**src/rtl/odd_range_checker_sat_counter.sv**
```systemverilog
// Saturating up-counter with synchronous clear; holds at all-ones
// instead of wrapping.
module sat_counter #(
    parameter int CNT_W = 8
) (
    input  logic             clk,
    input  logic             rst,
    input  logic             clr,
    input  logic             inc,
    output logic [CNT_W-1:0] value
);

    always_ff @(posedge clk) begin
        if (rst || clr) begin
            value <= '0;
        end else if (inc && (value != {CNT_W{1'b1}})) begin
            value <= value + CNT_W'(1);
        end
    end

endmodule

```
**config.mk**
```make
export PLATFORM = sky130hd
export DESIGN_NAME = sat_counter
export DESIGN_NICKNAME = d
export VERILOG_FILES = /design/src/rtl/odd_range_checker_sat_counter.sv
export SDC_FILE = /design/constraint.sdc
export NUM_CORES = 1
export LEC_CHECK = 0
export ABC_AREA = 1
export BUFFER_PORTS_ARGS = -buffer_cell sky130_fd_sc_hd__buf_2
export CAP_MARGIN = 15
export CORE_AREA = 2 2 39 41
export CTS_BUF_LIST = sky130_fd_sc_hd__clkbuf_8
export CTS_CLUSTER_SIZE = 20
export DETAILED_ROUTE_END_ITERATION = 16
export DIE_AREA = 0 0 41 43
export HOLD_SLACK_MARGIN = 0.03
export PLACE_DENSITY_LB_ADDON = 0.25
export SLEW_MARGIN = 20
export SYNTH_ARGS = -nofsm -noshare
export SYNTH_HDL_FRONTEND = slang
export SYNTH_SLANG_ARGS = --single-unit
```
**constraint.sdc**
```tcl
create_clock -name clk -period 3.4 [get_ports clk]
set_input_delay 0.51 -clock clk [delete_from_list [all_inputs] [get_ports clk]]
set_output_delay 0.51 -clock clk [all_outputs]
set_load 0.02 [all_outputs]
```
=== Yosys cells after proc, flatten, opt, wreduce, memory -nomap -nowiden ===
Cells that the tools add are included.

* Register bits after elaboration: 8
* Input bits: 4
* Output and inout bits: 8
* Word-level logic and storage cells: 5

* Reduce and logical (&&, ||, !) cells: 2
* $add $sub $neg: 1
* Equal/unequal tests: 1

{| class="wikitable"
|+ Operators by type and width
! cell !! count
|-
| $add 8x1->8 const B || 1
|-
| $ne 8x8->1 const B || 1
|-
| $logic_and 1x1->1 || 1
|-
| $logic_or 1x1->1 || 1
|}

=== Longest topological paths before layout ===
Gate-level depths: netlist of run 1.

* Depth in word-level cells: 2
* Depth in mapped cells: 8
* Gate-level depth less buffers: 8

=== Least setup slack after synthesis of run 1 ===
Ideal clock, no wire load.

* Kind: reg2reg
* Start: register value[0]
* End: register value[5]
* Clock period less this slack: 1358 ps
* Setup time: 115 ps
* Required time: 3285 ps
* Data arrival time: 1243 ps
* Slack: 2042 ps
* Buffers on the path: 1
* Stages on the path, launching flop included: 8
* Path through: dfxtp_1 -> ha_1 -> nand2_1 -> nor2_1 -> nand2_2 -> buf_6 -> a21oi_1 -> nor2_1

* Cells in the longest elaborated chain, start to end: 2
* Elaborated cells between the ends (all ways): 3
* Classes of those cells: add/sub: 1; eq/ne: 1; reduce/logical: 1

{| class="wikitable"
|+ RTL lines
! item !! RTL line !! source
|-
| start: declaration || 10 || <nowiki>output logic [CNT_W-1:0] value</nowiki>
|-
| start signal: assignment || 17 || <nowiki>value <= value + CNT_W'(1);</nowiki>
|-
| parallel branches: the longest is 2 deep, another holds $add 8x1->8 || -- ||
|}

Several ways; the timed one is not identified.
A chain may end at the register's enable or synchronous reset.

=== Final worst setup path of run 1 ===
* Start: register value[2]
* End: output value[2]

No word-level cell between the ends.

==> results of run 1 <==
## worst paths after layout
kind                    startpoint                     to  cells past startpoint
min          value[6]$_SDFFE_PP0P_  value[6]$_SDFFE_PP0P_                      2
max reg2reg  value[0]$_SDFFE_PP0P_  value[3]$_SDFFE_PP0P_                      8
max          value[2]$_SDFFE_PP0P_               value[2]                      1
min reg2reg  value[6]$_SDFFE_PP0P_  value[6]$_SDFFE_PP0P_                      2
## final cells by class
class	count	area (um2)	area share, %
multi-input cells	50	246	44.6
repair buffers	11	55.1	9.95
inverters	8	30.0	5.43
flip-flops and latches	8	160	29.0
well taps	16	20.0	3.62
clock buffers	3	41.3	7.47
## synthesized netlist by cell type
cell type  number
inv_1           6
nor2_1         13
nor3_1          1
nand3_1         4
nor2_2          1
clkinv_1        1
nand2_1        20
nand3b_2        1
a21oi_1         5
nand2_2         1
a31oi_1         1
nor2_8          1
dfxtp_1         8
ha_1            1
inv_2           1
buf_6           1
nand3_2         1
## power by group through the flow
stage | sequential [uW] | combinational [uW] | clock (uW)
2_1_floorplan | 99.2 | 6.69 | 0
3_3_place_gp | 97.9 | 14.0 | 0
3_5_place_dp | 98.0 | 14.1 | 0
4_1_cts | 96.3 | 14.1 | 121
5_1_grt | 96.4 | 15.3 | 124
6_report | 96.3 | 14.0 | 119
## cells by family (layout without fill, tap and decap cells)
| kind of cell | count (synthesis) | count (layout) | share of synthesized area [%] |
|---|---|---|---|
| flip-flops | 8 | 8 | 35.8 |
| adder cells (fa/ha/maj) | 1 | 1 | 2.79 |
| AO/OA/AOI/OAI | 6 | 6 | 6.98 |
| buffers and inverters | 9 | 22 | 9.22 |
| AND/OR/NAND/NOR | 43 | 43 | 45.3 |
## per-layer routing
layer / wire length [um] / global-route usage (%) / up-vias
met5: 0 / 0 / -
met2: 363 / 13.1 / 9
li1: - / - / 236
met4: 19 / 6.00 / 0
met1: 430 / 16.9 / 176
met3: 42 / 3.14 / 2
## per-stage QoR
| stage | worst slack [ns] | hold slack, ns | cell area, um2 |
|---|---|---|---|
| after floorplan | 2.04 | 0.596 | 448 |
| after global placement | 2.14 | 0.478 | 512 |
| after detailed placement | 2.11 | 0.489 | 512 |
| after CTS | 2.05 | 0.499 | 553 |
| after global routing | 1.97 | 0.521 | 553 |
| final | 2.06 | 0.494 | 553 |
==> results.txt, run 1 <==
- The flow ran to the end, and the final reports show no timing, DRC or antenna violations.
- Vias in the first global route: between 300 and 400
* Top register by number of flip-flops: value
- I/O Pins: 12
- After clock tree synthesis, the clock-pin slew on the worst setup and hold paths is ~0.04 ns.
- The worst-case IR drop observed on VDD is between 0.0002 and 0.0003 V.
* Highest achievable clock rate: between 700 and 800 MHz
- Final Hold Fails: 0
- Count of mapped cells out of synthesis: between 60 and 70
* Number of flip-flops in the largest register: 8
- Combinational logic is responsible for 6.1% of the overall power.
- Wire length of the first global-routing pass: roughly 1.3 mm
- From synthesis to final layout, the design area changed by 23.5%.
- Endpoint type of the worst setup path: output port
- The number of buffers and inverters on the critical path is 1.
- Including well taps, the total number of placed cells is between 90 and 100.
* Largest stage delay, worst path: roughly 0.4 ns
- For this run, the post-layout net count is 87.
* Critical path cell sequence: buf_2
- Starting utilization of the core area: 32.4%
- Along the worst path, the maximum fanout reaches 6.
- For the worst setup path, the data required time is 2.89 ns.
- Among all stages on the critical path, the largest delay is contributed by dfxtp_1.
- Net switching power figure: about 50 uW
* Type of the most critical hold path: flop to flop
- Yosys reg bits: 8
- Post-synthesis cell type with the largest combined area: dfxtp_1
- Leaving out fill and tap cells, the most frequent cell in the layout is nand2_1.
- In this design, the largest share of critical-path delay is due to flip-flops.
- Final ANT Viol Nets: 0
- Area of the die: 1760 um2
* Max_cap viols: 0
- The initial antenna violation count was 0.
- Yosys printed 0 warnings.
- In the routed layout, each cell is associated on average with a via count of between 4 and 5.
- Core Area: 1380 um2
- Setup TNS: 0 ns
- In the layout the commonest cells are 20 x nand2_1, 13 x nor2_1, 11 x buf_2, 8 x dfxtp_1, 6 x inv_1.
- Clock share of power: 51.8%
- Dividing the detail-routed wire length by the instance count gives around 8.9 um.
* Number of hold buffers added after cts: 0
* Number of pins exceeding their max-slew limit in the final report: 0
- Setup slack on the worst reg-to-reg path comes out at roughly 2.1 ns.
- Critical path data arrival time: around 0.83 ns
* Clock H-tree levels: 1
* Power per standard cell area: slightly above 400 nW/um2
- After synthesis, the netlist uses 17 different library cells.
- For this design, the sink count on the clock tree is 8.
- Iteration-0 DRC Markers: 6
- Element type at the critical path start: flop
- Post CTS Setup Buffer Count: 0
- Net switching is roughly 22% of the power.
- At the pin with the least slew margin, the transition time is roughly 0.23 ns.
* Number of port buffers: 11
- Placer Congestion: ~0.74
- Die X: between 40 and 50 um
- Ranked by total cell area, the synthesized netlist is headed by dfxtp_1 36%, nand2_1 17%, nor2_1 11%, a21oi_1 5.6%, inv_1 5.0%.
- Register area share after synthesis: 35.8%
- In this run the tightest slew margin relative to its limit is between 80% and 90%.
- The smallest clock period supported by the final layout is computed as 1.34 ns.
- The setup path with the least slack is of type flop to output port.
- Count of fill cells added during filler insertion: 160
- TritonCTS buffer count: 3
- Clock latency on the worst-skew pair: 0.23 ns
- Global-route total usage across every layer: a little over a tenth
* Clock skew: around 0.0021 ns
- Of the post-synthesis cell area, the dominant cell type holds 35.8%.
* TritonCTS clock tree: yes
* Dpl hpwl: approximately 650 um
- Number of remaining DRC errors: 0
* Largest registers: value x8
* Per-instance average area after synthesis: 6.69 um2
- In the finished design, the share of the clock period the worst path needs comes to about two fifths.
- Before antenna repair, the detailed router went through 4 iterations.
- Across all layers, the routed design uses around 420 vias.
- LEAKAGE: 0.000272 uW
- Setup violations remaining at the end of the flow were counted as 0.
- Fraction of final layout cells with drive strength greater than 1: about 25%
- Once layout is complete, the cells apart from fillers number 96.
* Total internal power: approximately 180 uW
- Number of gates given a new drive strength after cts: 0
- Site row count: 14
* Post-synth net total: just over 70
- Entering global routing, the biggest net connects 12 pins.
* Combined area of all synthesized cells: about 450 um2
* Seq pwr share: between 40% and 50%
* Maximum count of clock buffers along a single path: 2
- Antenna diode instance count: 0
- Cells fill between 30% and 40% of the core in the end.
- The total overflow left after global routing is 0.
- Die outline height: 43 um
* Cell at the root of the clock tree: clkbuf_8
- Overall power consumption after layout is estimated at between 200 and 250 uW.
- Setup repair after global routing missed its margin: false
- Detailed Route WL: 856 um
Power figures use the tool's default switching activity.
==> inputs of run 2 (changes only) <==
--- a/config.mk
+++ b/config.mk
@@ -5,7 +5,7 @@
 export SDC_FILE = /design/constraint.sdc
 export NUM_CORES = 1
 export LEC_CHECK = 0
-export ABC_AREA = 1
+export ABC_AREA = 0
 export BUFFER_PORTS_ARGS = -buffer_cell sky130_fd_sc_hd__buf_2
 export CAP_MARGIN = 15
 export CORE_AREA = 2 2 39 41
==> constraint.sdc (replaced) <==
create_clock -name clk -period 1.2 [get_ports clk]
set_input_delay 0.18 -clock clk [delete_from_list [all_inputs] [get_ports clk]]
set_output_delay 0.18 -clock clk [all_outputs]
set_load 0.02 [all_outputs]
==> run 2 against run 1 <==
Effect of this change:
- the run now ends with negative setup slack left
- global-route usage is 4.0 points higher
- synthesized area fell by 5.9%
- critical path depth increased by 3
- core utilization rose by 9.4 points
- total power grew to 2.9 times the previous value
- die area is the same
- clock skew rose by 0.0035 ns
- register-to-register slack lost 2.1 ns
- worst setup slack got worse by 2.1 ns
- cell area grew 24%
- sequential share of layout area shrank 3.7 points
- largest cell class unchanged
==> results.txt, run 2 <==
* LEAKAGE: around 0.00032 uW
* Worst setup path startpoint: value[1]$_SDFFE_PP0P_
- TritonCTS created 3 clock buffers.
- After synthesis, the share of flip-flops with an asynchronous set or reset is 0%.
- The wire-length estimate of the detail-placed layout is 812 um.
- Clock skew: ~0.0056 ns
- In the final routed layout, each cell accounts on average for between 10 and 15 um.
- Element type at the critical path start: flop
* Cell at the root of the clock tree: clkbuf_8
- Leftover overflow at the end of global routing: 0
* Initial antenna violation count: 0
* Most used cells in the layout excluding fill and tap cells: 13 x buf_4, 11 x buf_2, 7 x nand2_1, 5 x a21oi_1
- Highest ir drop seen on vdd: 0.000595 V
- Kind of critical path: flop to flop
- After layout, the worst path uses 102% of the clock period.
* Fraction of synthesized cell area taken by the top area cell type: a little under two fifths
* Outcome: complete, but fails checks
- Synthesis handed over a netlist of 48 instances.
- By count the netlist is led by 8 x dfxtp_1, 7 x nand2_1, 5 x a21oi_1.
* Average via count per standard cell: 4.95
- Synth-to-Final Area Change: 62.0%
- The synthesized design contains 8 register bits.
- The number of nets handed over by synthesis was 53.
- Once routing completed, OpenROAD measured the worst setup slack at -0.0260 ns.
* Number of remaining DRC errors: 0
* Number of synthesized flops with an enable pin: 0
* Final instance area: 683 um2
- Number of port buffers: 11
- In this run the most critical hold path is launched from rst.
* Slew Limit Headroom: 85.6%
* Top register by number of flip-flops: value
- Clock latency on the worst-skew pair: approximately 0.23 ns
* Core Area: roughly 1400 um2
* Min cycle time layout: 1.23 ns
- Final Hold Fails: 0
- The via count of the first global-routing pass was slightly above 400.
- Routability-driven placement finished with a final weighted congestion of roughly 0.74.
* Power per standard cell area: around 960 nW/um2
- From bottom edge to top edge, the die measures approximately 43 um.
* Number of pins exceeding their max-slew limit in the final report: 0
- The checks that failed: negative setup slack.
* Final ANT Viol Nets: 0
- STA puts the critical path data required time at around 1.3 ns.
- Die X: approximately 40 um
* Setup repair after global routing missed its margin: true
- Iteration-0 DRC Markers: 3
- Wires add up to between 1 and 1.5 mm.
- The floorplan step defined a die boundary enclosing around 1800 um2.
* Number of nets in the layout: 81
* Antenna diode instance count: 0
* Post-placement cell area: between 500 and 600 um2
- Maximum number of pins on one net before global-route repair: 8
* Register area share after synthesis: between 30% and 40%
* Cell types occupying the most area after synthesis: dfxtp_1 38%, mux2i_1 9.5%, nand2_1 6.2%, a21oi_1 5.9%, and3b_1 4.2%
- Most frequent standard cell in the layout excluding fill and tap cells: buf_4
- Main synth FF type: dfxtp_1
- Final Power: 653 uW
* Setup-failing EPs final: 1
- Type of the most critical hold path: input port to flop
- Site row count: 14
- The clock drives 8 sinks.
- Critical path fanouts, max: 4
* Library cells used by synthesis: 23
- Endpoint type of the worst setup path: flop
- Per-instance average area after synthesis: roughly 9 um2
- Detailed routing inserted a total of 450 vias.
- Clock-pin slew was measured on the worst setup and hold paths at 0.05 ns.
* Combined area of all synthesized cells: ~420 um2
* Starting utilization of the core area: between 30% and 40%
- dfxtp_1 is the most common cell in the netlist.
- Launching point of the worst reg2reg path: value[1]$_SDFFE_PP0P_
- Fraction of final layout cells with drive strength greater than 1: approximately 56%
* Max_cap viols: 0
- For this run, the number of Yosys warnings is 0.
- No sink is reached through more buffers than the 2 on the longest clock path.
- In this run the number of H-tree levels came out at 1.
- I/O Pins: 12
- The largest registers in the layout are value x8.
* Number of optimization iterations in the first detailed-route pass: 2
- At the pin with the least slew margin, the transition time is about 0.21 ns.
- Post-synthesis cell type with the largest combined area: dfxtp_1
- The first global-routing pass estimated approximately 1.7 mm of wire.
- Global-route total usage across every layer: between 10% and 20%
- For this run, the top clock speed supported by timing is slightly above 800 MHz.
* Number of flip-flops in the largest register: 8
- On the final layout, the worst hold slack is around 0.15 ns.
* Critical path data arrival time: about 1.4 ns
- TritonCTS clock tree: yes
-- run 2: where the power goes --
group	leakage [uW]	internal (uW)	switching, uW
combinational	0.000221	22.0	20.7
sequential	0.0000682	266	2.55
clock	0.0000269	223	119
total	0.000316	511	142
-- run 2: area by class of cell --
class / count / area, um2
Inverter: 1 / 3.75
Tap cell: 16 / 20.0
Clock buffer: 3 / 41.3
Clock inverter: 1 / 3.75
Sequential cell: 8 / 173
Fill cell: 148 / 701
Multi-Input combinational cell: 38 / 289
Timing Repair Buffer: 24 / 153
-- run 2: cell families (layout without fill, tap and decap cells) --
logic type               after synthesis  after routing  share of synthesized area (%)
AO/OA/AOI/OAI                          9              9                           13.6
adder cells (fa/ha/maj)                1              1                           2.97
buffers and inverters                  2             29                           2.08
flip-flops                             8              8                           38.0
multiplexers                           4              4                           9.50
AND/OR/NAND/NOR                       24             24                           33.8
-- run 2: path summary, 6_finish.rpt --
check | end | slack [ns] | cells after the start
worst max register to register | value[6]$_SDFFE_PP0P_ | -0.03 | 4
worst max-delay path | value[6]$_SDFFE_PP0P_ | -0.03 | 4
worst min register to register | value[2]$_SDFFE_PP0P_ | 0.57 | 2
worst min-delay path | value[2]$_SDFFE_PP0P_ | 0.15 | 2
-- run 2: routing by layer --
layer	routed length, um	vias to the layer above	track usage, %	part of all wire (%)
met2	542	12	20.9	49
li1	-	233	-	-
met1	499	201	17.8	45
met3	46	4	6.28	4.1
met5	0	-	0	0
met4	23	0	10.0	2.1
-- run 2: metrics by stage --
| stage | worst slack [ns] | TNS (ns) | util (%) | std cells |
|---|---|---|---|---|
| after detailed placement | -0.0327 | -0.0327 | 43.1 | 84 |
| after CTS | -0.0143 | -0.0143 | 46.9 | 89 |
| after floorplan | -0.0688 | -0.0688 | - | 48 |
| after global placement | -0.0155 | -0.0155 | 43.1 | 84 |
| final | -0.0260 | -0.0260 | 49.4 | 91 |
| after global routing | -0.0550 | -0.0760 | 49.4 | 91 |
-- run 2: repair_timing --
item / CTS / global route
setup buffers: 1 / 2
hold buffers: 0 / 0
pin swaps: 2 / 2
resized for setup: 0 / 5
endpoints found under the setup margin: 1 / 5
-- run 2: worst max-delay path, cell delays in order (launching register included) --
cell     delay [ns]
dfxtp_4        0.35
ha_4           0.15
nand3_2        0.07
or4_1          0.38
and3_1         0.15
